`src/rtl/fetch_pkg.sv`:
```
// Shared fetch-stage types and opcode constants (also used by the control decoder).
package fetch_pkg;

  typedef enum logic [1:0] {
    S_REQ,
    S_RETRY,
    S_HOLD,
    S_HALT
  } fetch_state_e;

  localparam logic [5:0] OP_RTYPE = 6'b000000;
  localparam logic [5:0] OP_LW    = 6'b100011;
  localparam logic [5:0] OP_SW    = 6'b101011;
  localparam logic [5:0] OP_BEQ   = 6'b000100;
  localparam logic [5:0] OP_J     = 6'b000010;

endpackage

```
`src/rtl/fetch_next_pc_calc.sv`:
```
// Combinational next-PC selection: jump beats taken branch beats sequential.
module next_pc_calc (
  input  logic [31:0] pc_plus4,
  input  logic [25:0] instr_field,
  input  logic        branch_select,
  input  logic        jump_select,
  input  logic        alu_zero,
  output logic [31:0] next_pc
);

  logic [31:0] jump_target;
  logic [31:0] branch_target;

  // Targets wrap mod 2^32; branch offset is sign-extended word offset.
  always_comb begin
    jump_target   = {pc_plus4[31:28], instr_field, 2'b00};
    branch_target = pc_plus4 + {{14{instr_field[15]}}, instr_field[15:0], 2'b00};
    next_pc       = pc_plus4;
    if (jump_select) begin
      next_pc = jump_target;
    end else if (branch_select && alu_zero) begin
      next_pc = branch_target;
    end
  end

endmodule

```
`src/rtl/fetch_unit.sv`:
```
// Instruction fetch stage: PC ownership, req/ack fetch with timeout retry,
// instruction hold until retire, halt on sentinel word.
// Optional feature macro: FETCH_PERF_EN (adds retired_count / wait_count).
module fetch_unit
  import fetch_pkg::*;
#(
  parameter logic [31:0] RESET_PC    = 32'h0000_0000,
  parameter logic [31:0] HALT_WORD   = 32'hFFFF_FFFF,
  parameter int unsigned ACK_TIMEOUT = 16
) (
  input  logic        clk,
  input  logic        reset,
  output logic        imem_req,
  output logic [31:0] imem_addr,
  input  logic        imem_ack,
  input  logic [31:0] imem_rdata,
  output logic [31:0] instruction,
  output logic        instr_valid,
  input  logic        instr_ready,
  input  logic        branch_select,
  input  logic        jump_select,
  input  logic        alu_zero,
  output logic [31:0] pc_out,
  output logic [31:0] pc_plus4,
`ifdef FETCH_PERF_EN
  output logic [31:0] retired_count,
  output logic [31:0] wait_count,
`endif
  output logic        halt
);

  localparam int unsigned CW = $clog2(ACK_TIMEOUT);
  localparam logic [CW-1:0] CNT_LAST = CW'(ACK_TIMEOUT - 1);

  fetch_state_e state_q, state_d;
  logic [31:0]  pc_q, pc_d;
  logic [31:0]  instr_q, instr_d;
  logic [CW-1:0] cnt_q, cnt_d;
  logic [31:0]  next_pc;

  next_pc_calc u_next_pc (
    .pc_plus4      (pc_plus4),
    .instr_field   (instr_q[25:0]),
    .branch_select (branch_select),
    .jump_select   (jump_select),
    .alu_zero      (alu_zero),
    .next_pc       (next_pc)
  );

  // State, PC, held instruction and timeout counter registers.
  always_ff @(posedge clk or posedge reset) begin
    if (reset) begin
      state_q <= S_REQ;
      pc_q    <= RESET_PC;
      instr_q <= '0;
      cnt_q   <= '0;
    end else begin
      state_q <= state_d;
      pc_q    <= pc_d;
      instr_q <= instr_d;
      cnt_q   <= cnt_d;
    end
  end

  // Next-state logic: ack wins over timeout in the final S_REQ cycle.
  always_comb begin
    state_d = state_q;
    pc_d    = pc_q;
    instr_d = instr_q;
    cnt_d   = cnt_q;
    case (state_q)
      S_REQ: begin
        if (imem_ack) begin
          instr_d = imem_rdata;
          cnt_d   = '0;
          state_d = (imem_rdata == HALT_WORD) ? S_HALT : S_HOLD;
        end else if (cnt_q == CNT_LAST) begin
          cnt_d   = '0;
          state_d = S_RETRY;
        end else begin
          cnt_d = cnt_q + CW'(1);
        end
      end
      S_RETRY: state_d = S_REQ;
      S_HOLD: begin
        if (instr_ready) begin
          pc_d    = next_pc;
          state_d = S_REQ;
        end
      end
      S_HALT:  state_d = S_HALT;
      default: state_d = S_REQ;
    endcase
  end

  // Outputs decoded from registered state; req is also gated by reset so it drops at once.
  always_comb begin
    imem_req    = (state_q == S_REQ) && !reset;
    imem_addr   = pc_q;
    pc_out      = pc_q;
    pc_plus4    = pc_q + 32'd4;
    instruction = instr_q;
    instr_valid = (state_q == S_HOLD);
    halt        = (state_q == S_HALT);
  end

`ifdef FETCH_PERF_EN
  logic [31:0] ret_q, ret_d;
  logic [31:0] wait_q, wait_d;

  // Performance counters; naturally frozen in S_HALT since neither condition holds there.
  always_comb begin
    ret_d  = ret_q;
    wait_d = wait_q;
    if (state_q == S_HOLD && instr_ready) begin
      ret_d = ret_q + 32'd1;
    end
    if ((state_q == S_REQ || state_q == S_RETRY) && !imem_ack) begin
      wait_d = wait_q + 32'd1;
    end
  end

  // Performance counter registers.
  always_ff @(posedge clk or posedge reset) begin
    if (reset) begin
      ret_q  <= '0;
      wait_q <= '0;
    end else begin
      ret_q  <= ret_d;
      wait_q <= wait_d;
    end
  end

  assign retired_count = ret_q;
  assign wait_count    = wait_q;
`endif

endmodule

```
`config.mk`:
```
export PLATFORM = sky130hd
export DESIGN_NAME = fetch_unit
export DESIGN_NICKNAME = d
export VERILOG_FILES = /design/src/rtl/fetch_pkg.sv /design/src/rtl/fetch_next_pc_calc.sv /design/src/rtl/fetch_unit.sv
export SDC_FILE = /design/constraint.sdc
export NUM_CORES = 1
export LEC_CHECK = 0
export CORE_ASPECT_RATIO = 1.5
export CORE_MARGIN = 2
export CORE_UTILIZATION = 37
export DETAILED_ROUTE_END_ITERATION = 10
export GPL_TIMING_DRIVEN = 0
export PLACE_DENSITY_LB_ADDON = 0.3
export SETUP_SLACK_MARGIN = 0.1
export SLEW_MARGIN = 15
export SYNTH_ARGS = -nofsm -noshare
export SYNTH_HDL_FRONTEND = slang
export SYNTH_HIERARCHICAL = 1
export SYNTH_SLANG_ARGS = --single-unit
```
`constraint.sdc`:
```
create_clock -name clk -period 5 [get_ports clk]
set_input_delay 1.25 -clock clk [delete_from_list [all_inputs] [get_ports clk]]
set_output_delay 1.25 -clock clk [all_outputs]
set_load 0.005 [all_outputs]
```
-- Word level (Yosys, flattened, before mapping)
Index checks and enable logic that the tools add are counted.
- bits in registers: 70
- latch bits: 0
- memory bits (writable): 0
- memory bits (read-only): 0
- bits of input ports: 39
- output and inout bits: 131
- logic and storage cells: 30
- memories kept: 0
- add/subtract/negate cells: 3
- $mul: 0
- divide/modulo/power cells: 0
- magnitude comparators: 0
- equal/unequal tests: 7
- shift-type cells: 0
- muxes and demuxes: 9
- bitwise operators: 0
- reduce and logical (&&, ||, !) cells: 7
- operator list (operator ; count):
    2-to-1 mux 32 bit ; 2
    adder 32 x 3 -> 32 bit (second input constant) ; 1
    adder 32 bit ; 1
    == test 32 bit (second input constant) ; 1
    2-to-1 mux 4 bit ; 2
    case mux 2 bit (4 select lines) ; 1
    2-to-1 mux 2 bit ; 3
    AND reduction 2 bit ; 3
    adder 4 x 1 -> 4 bit (second input constant) ; 1
    == test 2 bit (second input constant) ; 2
    == test 4 bit (second input constant) ; 1
    inequality test 3 bit (second input constant) ; 1
    == test 2 x 1 -> 1 bit (second input constant) ; 1
    logical AND 1 bit ; 2
    logical NOT 2 bit ; 1
    inequality test 2 x 1 -> 1 bit (second input constant) ; 1
    logical NOT 1 bit ; 1
    2-to-1 mux 1 bit ; 1

-- Depth between registers and ports, before layout
Gate-level depths: netlist (run 1).
- depth in word-level cells: 4
- mapped depth: 16
- mapped depth without buffers: 16

-- Modules after synthesis
The synthesis (run 1) kept the hierarchy.
- by module, submodules not included (module ; instances ; cells each ; area an instance (um^2) ; seq. area each (um^2)):
    fetch_unit ; 1 ; 291 ; 3535.9 ; 1751.7
    next_pc_calc ; 1 ; 324 ; 2139.6 ; 0.0

-- Worst setup path after synthesis (run 1)
Ideal clock, no wire load.
- path type: reg-to-reg
- from: reg pc_q[2], in the netlist imem_addr[2]
- to: reg pc_q[24], in the netlist imem_addr[24]
- library setup time: 125 ps
- arrival time: 3751 ps
- required time: 4875 ps
- path slack: 1124 ps
- cell stages (with the launch flop): 17
- buffers on the path: 0
- clock period less this slack: 3876 ps
- cells stage by stage: dfrtp_1 > ha_1 > nand3_1 > nor2_1 > nand3_1 > xnor2_1 > ha_1 > nand4_1 > or4b_1 > o22ai_2 > nor4b_2 > a311oi_2 > a211oi_2 > xor2_1 > o21ai_1 > mux2_2 > mux2_2
- word-level cells in the longest chain between the ends: 4
- ends and longest elaborated chain (item ; RTL line ; source):
    start: declaration ; fetch_unit.sv:36 ; logic [31:0] pc_q, pc_d;
    start signal: assignment ; fetch_unit.sv:59 ; pc_q <= pc_d;
    adder 32 x 3 -> 32 bit ; fetch_unit.sv:101 ; pc_plus4 = pc_q + 32'd4;
    named net pc_plus4[14] ; fetch_unit.sv:24 ; output logic [31:0] pc_plus4,
    adder 32 bit ; fetch_next_pc_calc.sv:17 ; branch_target = pc_plus4 + {{14{instr_field[15]}}, instr_field[15:0], 2'b00};
    2-to-1 mux 32 bit ; fetch_next_pc_calc.sv:21 ; end else if (branch_select && alu_zero) begin
    2-to-1 mux 32 bit ; fetch_next_pc_calc.sv:19 ; if (jump_select) begin
    named net next_pc[24] ; fetch_unit.sv:39 ; logic [31:0] next_pc;
The timed path passes the listed nets, and every way through them passes these cells.
A chain may end at the register's enable or synchronous reset.

-- Worst setup path after layout (run 1)
- from: reg pc_q[2], in the netlist imem_addr[2]
- to: reg pc_q[31], in the netlist imem_addr[31]
- word-level cells in the longest chain between the ends: 4
- ends and longest elaborated chain (item ; RTL line):
    adder 32 x 3 -> 32 bit (*) ; fetch_unit.sv:101
    adder 32 bit ; fetch_next_pc_calc.sv:17
    2-to-1 mux 32 bit ; fetch_next_pc_calc.sv:21
    2-to-1 mux 32 bit (*) ; fetch_next_pc_calc.sv:19
    named net next_pc[31] ; fetch_unit.sv:39
The timed path passes the listed nets; every way through them passes the cells marked *.

==> results of run 1 <==
-- power by group --
part | internal, uW | leakage [uW] | switching (uW)
sequential | 762 | 0.000844 | 329
combinational | 1900 | 0.00231 | 1510
clock | 345 | 0.000135 | 249
-- final timing paths --
kind,slack (ns),endpoint
worst max-delay path,0.43,imem_addr[31]
worst max register to register,0.43,imem_addr[31]
worst min-delay path,0.49,instruction[28]
min in group asynchronous,1.27,instruction[29]
worst min register to register,0.49,instruction[28]
max in group asynchronous,3.17,imem_addr[0]
-- metal layers --
layer	vias to the layer above	wire length (um)
met1	2601	6860
met5	-	0
met3	29	679
met2	136	9480
li1	2576	-
met4	0	403
-- kinds of logic after synthesis --
family	after synthesis
AO/OA/AOI/OAI	140
multiplexers	73
adder cells (fa/ha/maj)	32
XOR/XNOR	50
AND/OR/NAND/NOR	182
flip-flops	70
buffers and inverters	68
-- worst register-to-register path: cells and delay by family (launching register included) --
family,cells,cell delay (ns)
simple gates,5,1.41
compound gates,7,1.32
fa+ha+maj,2,0.62
flops,1,0.51
xor+xnor,1,0.34
mux,1,0.26
-- flip-flops by register name, summed over array words and instances (netlist names) --
register     cells
instruction     32
imem_addr       32
cnt_q            4
state_q          2
-- synth_stat cells, drive strengths merged (3+ instances only) --
master / n / area [sq um]
nor3b: 3 / 22.5
nand3b: 3 / 22.5
dfrtp: 70 / 1750
mux2i: 7 / 70.1
and4: 5 / 43.8
nand3: 17 / 85.1
o21a: 4 / 30.0
buf: 44 / 318
nor2b: 5 / 31.3
xnor2: 34 / 298
nor4b: 3 / 32.5
a311oi: 3 / 32.5
xor2: 16 / 140
and3: 10 / 63.8
nor4: 4 / 40.0
nand2b: 4 / 25.0
nand4: 20 / 131
a21o: 11 / 83.8
mux2: 66 / 743
nor2: 34 / 128
a21oi: 47 / 239
o31a: 3 / 26.3
nand2: 56 / 210
clkbuf: 15 / 57.6
o31ai: 3 / 27.5
a211oi: 8 / 65.1
or3: 3 / 18.8
o21ai: 43 / 215
ha: 31 / 388
nor3: 6 / 30.0
inv: 9 / 33.8
-- per-stage QoR --
| stage | cells | util | setup WS (ns) |
|---|---|---|---|
| floorplan | 615 | - | 1.12 |
| global placement | 982 | 0.505 | 0.440 |
| detailed placement | 983 | 0.507 | 0.393 |
| CTS | 998 | 0.524 | 0.377 |
| global route | 998 | 0.524 | 0.132 |
| finish | 998 | 0.524 | 0.434 |
-- layout make-up --
cell class	instances	area [sq um]	area share
multi-input cells	477	3510	0.445
flip-flops and latches	70	1750	0.222
repair buffers	169	1710	0.216
plain buffers	59	375	0.0475
well taps	199	249	0.0315
clock buffers	11	243	0.0307
inverters	9	36.3	0.00459
clock inverters	4	23.8	0.00301
==> flow_metrics.env, run 1 <==
export IMPL_cts_max_level=3
export IMPL_rows=55
export IMPL_final_antenna_net_count=0
export IMPL_startpoint="imem_addr[2]"
export IMPL_n_fill_cell=1431
export IMPL_use_met2=0.403
export IMPL_grt_use_total=0.212
export IMPL_hold_viol=0
export IMPL_hold_class="register to register"
export IMPL_rsz0062_at_grt="false"
export IMPL_diodes=0
export IMPL_drt_first_pass_iters=5
export IMPL_power_uw=5090
export IMPL_place_area_sq_mm=0.00764
export IMPL_min_period_over_period=0.913
export IMPL_top_usage_layer="met2"
export IMPL_leakagePower_uw=0.00329
export IMPL_regToRegStartpoint="imem_addr[2]"
export IMPL_fmaxAchievable_mhz=219
export IMPL_die_h_um=156
export IMPL_antenna_found_initial=0
export IMPL_outcome="finished, final reports clean"
export IMPL_power_per_cell_area_mw_per_mm2=644
export IMPL_syn_area_sq_mm=0.00568
export IMPL_nets=866
export IMPL_cts_hold_buf=0
export IMPL_maxCapViolCount=0
export IMPL_start_util=0.377
export IMPL_slowest_stage="nor4_4"
export IMPL_path_depth=16
export IMPL_crit_path_cell_trace="ha_1, nand3_1, nor4_4, nand2_1, xnor2_1, ha_1, a21o_1, a21o_1, a21oi_1, o21ai_0, or3_1, o31ai_1, a21oi_1, a211oi_1, nand3_1, mux2_2"
export IMPL_cp_data_required_time_ns=5.22
export IMPL_cts_root_buf="clkbuf_16"
export IMPL_drt_iter0_drc=246
export IMPL_slew_headroom=0.421
export IMPL_clock_skew_ns=0.00547
export IMPL_area_delta_synth_final_pct=39.2
export IMPL_die_w_um=105
export IMPL_synth_distinct_cells=70
export IMPL_holdPathStages=1
export IMPL_critical_path_arrival_ns=4.78
export IMPL_worstRegToRegCells=16
export IMPL_postLayoutCellArea_sq_mm=0.00790
export IMPL_core_area_sq_mm=0.0151
export IMPL_drc=0
export IMPL_io_pins=170
export IMPL_routabilityCongestion=0.907
export IMPL_synth_xor_xnor_area_share=0.0772
export IMPL_endpoint_kind="register"
export IMPL_avgSynthCellArea_sq_um=9.23
export IMPL_grt_max_degree=47
export IMPL_dp_hpwl_um=13700
export IMPL_met1_usage=0.242
export IMPL_setup_viol=0
export IMPL_synth_top_family_by_area="simple AND/OR/NAND/NOR gates"
export IMPL_max_slew_worst_pin_slew_ns=0.869
export IMPL_max_stage_delay_ns=0.59
export IMPL_cts_sinks=70
export IMPL_synth_area_mux_share=0.143
export IMPL_num_vias=5342
export IMPL_start_kind="register"
export IMPL_synth_seq_area_share=0.309
export IMPL_cp_num_buf_inv=0
export IMPL_grt_ovfl_total=0
export IMPL_critPathTopFamily="simple AND/OR/NAND/NOR gates"
export IMPL_via_per_inst=5.35
export IMPL_holdWs_ns=0.489
export IMPL_postSynthCellCount=615
export IMPL_grt_first_pass_wirelength_um=27700
export IMPL_yosys_warnings=6
export IMPL_cts_tree="yes"
export IMPL_ir_worst_vdd_mv=0.372
export IMPL_drive_above_1_share=0.173
export IMPL_wirelength_um=17400
export IMPL_cts_repair_resized=0
export IMPL_synth_compound_area_frac=0.158
export IMPL_setup_tns_ns=0
export IMPL_crit_fanout=7
export IMPL_ys_async_sr_fraction=1.00
export IMPL_final_cell_mix="clkdlybuf4s50_1 (168), dfrtp_1 (70), mux2_2 (64)"
export IMPL_synth_fp_nets=686
export IMPL_met3_usage=0.0255
export IMPL_grt_pass1_vias=5270
export IMPL_synth_main_ff_cell="dfrtp_1"
export IMPL_clk_latency_ns=0.33
export IMPL_final_common_cell="clkdlybuf4s50_1"
export IMPL_cts_buffer_depth=2
export IMPL_die_area_sq_mm=0.0164
export IMPL_hp_start="instruction[28]"
export IMPL_maxSlewViolCount=0
export IMPL_wire_per_inst_um=17.5
export IMPL_synthAdderAreaFrac=0.0719
export IMPL_io_buffer_count=168
export IMPL_crit_type="register to register"
export IMPL_synthSimpleGateAreaFrac=0.169
export IMPL_synth_edf_count=0
export IMPL_path_clk_slew_ns=0.06
export IMPL_fin_crit_ns=4.57
export IMPL_numCtsBuffers=9
export IMPL_cts_setup_buffers=0
export IMPL_synth_seq_cells=70
(Power assumes the default switching activity.)
==> inputs of run 2 (changes only) <==
--- a/config.mk
+++ b/config.mk
@@ -8,6 +8,7 @@
 export CORE_ASPECT_RATIO = 1.5
 export CORE_MARGIN = 2
 export CORE_UTILIZATION = 37
+export CTS_CLUSTER_SIZE = 20
 export DETAILED_ROUTE_END_ITERATION = 10
 export GPL_TIMING_DRIVEN = 0
 export PLACE_DENSITY_LB_ADDON = 0.3
==> results of run 2 <==
No change in the layout: final DEF, timing and power equal those of run 1.
==> inputs of run 3 (changes only) <==
--- a/config.mk
+++ b/config.mk
@@ -5,7 +5,6 @@
 export SDC_FILE = /design/constraint.sdc
 export NUM_CORES = 1
 export LEC_CHECK = 0
-export CORE_ASPECT_RATIO = 1.5
 export CORE_MARGIN = 2
 export CORE_UTILIZATION = 37
 export CTS_CLUSTER_SIZE = 20
==> run 3 against run 2 <==
Net effect: largest cell class unchanged; critical path type unchanged; sequential cell count stayed put; routed wire length decreased by 2.5%; sequential share of layout area is the same; worst hold slack lost 0.0028 ns; sequential power hardly changed; critical endpoint is now imem_addr[24]; setup slack lost 0.078 ns; die area is 0.13% lower; cell area is the same.
==> flow_metrics.env, run 3 (synthesis results as in run 1) <==
export IMPL_multi_input_area_sq_mm=0.00352
export IMPL_clock_skew_ns=0.0129
export IMPL_drt_first_pass_iters=5
export IMPL_grt_use_total=0.207
export IMPL_numCtsBuffers=9
export IMPL_max_slew_worst_pin_slew_ns=0.815
export IMPL_crit_path_cell_trace="ha_1, nand3_1, nor2_2, nand3_1, xnor2_1, ha_1, nand4_1, or4b_1, o22ai_2, nor4b_2, a311oi_2, a211oi_2, xor2_1, o21ai_1, mux2_2, mux2_2"
export IMPL_dp_hpwl_um=13500
export IMPL_grt_first_pass_wirelength_um=26300
export IMPL_postLayoutCellArea_sq_mm=0.00790
export IMPL_layout_cells_non_filler=988
export IMPL_grt_ovfl_total=0
export IMPL_num_vias=5261
export IMPL_core_area_sq_mm=0.0151
export IMPL_die_w_um=128
export IMPL_cts_root_buf="clkbuf_16"
export IMPL_diodes=0
export IMPL_wire_per_inst_um=17.2
export IMPL_maxCapViolCount=0
export IMPL_final_common_cell="clkdlybuf4s50_1"
export IMPL_outcome="finished, final reports clean"
export IMPL_crit_type="register to register"
export IMPL_min_period_over_period=0.929
export IMPL_io_buffer_count=168
export IMPL_area_delta_synth_final_pct=39.2
export IMPL_cts_sinks=70
export IMPL_antenna_found_initial=0
export IMPL_start_kind="register"
export IMPL_maxSlewViolCount=0
export IMPL_place_area_sq_mm=0.00762
export IMPL_holdWs_ns=0.486
export IMPL_crit_fanout=7
export IMPL_fin_util=0.524
export IMPL_routabilityCongestion=0.888
export IMPL_slowest_stage="or4b_1"
export IMPL_die_area_sq_mm=0.0163
export IMPL_setup_tns_ns=0
export IMPL_endpoint_kind="register"
export IMPL_setup_viol=0
export IMPL_drt_iter0_drc=254
export IMPL_wirelength_um=17000
export IMPL_clk_latency_ns=0.34
export IMPL_hold_class="register to register"
export IMPL_final_cell_mix="clkdlybuf4s50_1 (168), dfrtp_1 (70), mux2_2 (64)"
export IMPL_grt_pass1_vias=4849
export IMPL_rows=45
export IMPL_ir_worst_vdd_mv=0.406
export IMPL_grt_max_degree=46
export IMPL_dp_cells=972
export IMPL_cts_max_level=3
export IMPL_start_util=0.376
export IMPL_cp_data_required_time_ns=5.22
export IMPL_rsz0062_at_grt="false"
export IMPL_nets=866
export IMPL_cts_tree="yes"
export IMPL_slew_headroom=0.457
export IMPL_fmaxAchievable_mhz=215
export IMPL_drc=0
export IMPL_cts_buffer_depth=2
export IMPL_fin_crit_ns=4.64
export IMPL_critical_path_arrival_ns=4.86
export IMPL_hold_viol=0
export IMPL_final_antenna_net_count=0
export IMPL_via_per_inst=5.32
export IMPL_io_pins=170
export IMPL_leakagePower_uw=0.00329
export IMPL_regArea_sq_mm=0.00175
export IMPL_power_per_cell_area_mw_per_mm2=645
export IMPL_n_fill_cell=1450
export IMPL_path_clk_slew_ns=0.06
export IMPL_cts_hold_buf=0
export IMPL_drive_above_1_share=0.175
export IMPL_max_stage_delay_ns=0.58
export IMPL_die_h_um=128
run 3: cell count changes in the layout (fill, tap and decap cells not counted), sizes merged:
| cell | delta |
|---|---|
| clkinvlp | +1 |
run 3: timing repair:
| item | CTS | global route |
|---|---|---|
| endpoints found under the setup margin | 0 | 1 |
| gates resized for setup | 0 | 1 |
| buffers inserted | 0 | 0 |
run 3: final cells by class:
class                           instances  share of cell area
Multi-Input combinational cell        477               0.445
Sequential cell                        70               0.222
Timing Repair Buffer                  169               0.216
Buffer                                 59              0.0475
Clock buffer                           11              0.0307
Tap cell                              188              0.0298
Inverter                                9             0.00459
Clock inverter                          5             0.00443
run 3: final timing paths:
check	slack [ns]	start	depth (start not counted)	end
max	0.36	imem_addr[2]	16	imem_addr[24]
min	0.49	instruction[28]	1	instruction[28]
max reg2reg	0.36	imem_addr[2]	16	imem_addr[24]
min reg2reg	0.49	instruction[28]	1	instruction[28]
max in group asynchronous	3.19	reset	3	imem_addr[23]
min in group asynchronous	1.27	reset	2	instruction[30]
run 3: power breakdown:
group / internal (uW) / total, uW / leakage, uW / switching, uW
Combinational: 1900 / 3410 / 0.00231 / 1510
Clock: 349 / 601 / 0.000135 / 252
Sequential: 762 / 1090 / 0.000844 / 327
Total: 3010 / 5100 / 0.00329 / 2090
run 3: metrics by stage:
step | power (uW) | setup slack [ns]
2_1_floorplan | 3080 | 1.12
3_5_place_dp | 4480 | 0.415
5_1_grt | 5490 | 0.145
4_1_cts | 5110 | 0.375
6_report | 5100 | 0.356
3_3_place_gp | 4460 | 0.438
run 3: per-layer routing:
layer	up-vias	wire length, um	track usage
met4	0	411	0.0685
met5	-	0	0
met1	2525	7840	0.281
li1	2575	-	-
met2	139	7890	0.332
met3	22	842	0.0401
run 3: critical path, delay by kind of cell (launching register included):
family	cells	cell delay, ns
AND/OR/NAND/NOR	6	1.55
multiplexers	2	0.51
adder cells (fa/ha/maj)	2	0.65
AO/OA/AOI/OAI	4	0.87
XOR/XNOR	2	0.42
flip-flops	1	0.50
==> variant (flow settings as in run 1) <==
The option `FETCH_PERF_EN` is turned on by a define.
--- a/src/rtl/fetch_unit.sv
+++ b/src/rtl/fetch_unit.sv
@@ -1,6 +1,8 @@
 // Instruction fetch stage: PC ownership, req/ack fetch with timeout retry,
 // instruction hold until retire, halt on sentinel word.
 // Optional feature macro: FETCH_PERF_EN (adds retired_count / wait_count).
+`define FETCH_PERF_EN
+
 module fetch_unit
   import fetch_pkg::*;
 #(
Formal check against the unedited RTL (old outputs only; new: retired_count and wait_count): equivalent (Yosys induction, for registers that start in step).
==> variant against run 1 <==
- worst setup slack got worse by 0.012 ns
- sequential cell count rose by 64
- area after synthesis rose by 50%
- maximum frequency fell by 0.26%
- routed wire length rose by 52%
- total power rose by 37%
- cell area rose by 50%
- clock skew rose by 0.0037 ns
- critical path type unchanged
==> variant: results (changes against run 1) <==
stage,metric,value,unit,change
layout,Signal buffers,298,,+31%
global_route,initial antenna violation count,1,,+1
routing,Metal-1 WL,10100,um,+48%
clocking,Clock Latency Late Sink,0.43,ns,+0.10 ns
worst_setup_path,max incr delay on CP,0.56,ns,-0.03 ns
layout,count of multi-input gates,718,,+51%
place,dpl cells,1449,,+47%
global_route,number of global-route vias before repair,7625,,+45%
layout,Inverters,19,,+10
layout,Signal buf overhead,23.2,%,-3.1 points
sta,minimum clock period,4.58,ns,+0.0121 ns
power,Max VDD drop,0.000315,V,-15%
routing,initial drt markers,322,,+31%
outcome,outcome,finished clean,,
synth,Yosys reg bits,134,,+91%
routing,Avg WL per Cell,17.8,um,+2.2%
worst_setup_path,FF-to-FF End,imem_addr[24],,
place,Buffers on Ports,232,,+38%
routing,DR vias/cell,5.26,,-1.8%
synth,Mapped Nets,1009,,+47%
layout,clkbuf count,20,,+9
clocking,# H-tree levels,4,,+1
routing,metal2 WL,14000,um,+47%
worst_setup_path,CP Data Arrival Time,4.90,ns,+0.12 ns
layout,post-route cell area,11800,um2,+50%
global_route,GRT Resource Usage Total,22.0,%,+0.82 points
min_path,critical hold path startpoint,retired_count[31],,
global_route,pin count of the biggest net entering global routing,69,,+47%
layout,final cell count without fillers,1481,,+48%
variant: cell count changes in the layout (fill, tap and decap cells not counted), moves of 20 or more:
cell             change
dfrtp_1             +64
xor2_1              +20
nand2_1            +118
nand3_1             +20
clkdlybuf4s50_1     +64
nor2_1              +21
mux2_2              -29
xnor2_1             +42
variant: kinds of logic after synthesis:
logic type,Yosys count
AND/OR/NAND/NOR,388
AO/OA/AOI/OAI,142
flip-flops,134
XOR/XNOR,112
buffers and inverters,84
multiplexers,42
adder cells (fa/ha/maj),34
variant: where the power goes:
part | switching [mW] | total (mW) | internal (mW) | leakage [nW]
Sequential | 0.448 | 1.83 | 1.38 | 1.72
Combinational | 1.81 | 3.89 | 2.08 | 3.14
Clock | 0.509 | 1.28 | 0.771 | 0.284
variant: what timing repair did:
action	CTS	global route
endpoints found under the hold margin	0	0
pin swaps	0	0
endpoints found under the setup margin	3	7
gates resized for setup	1	3
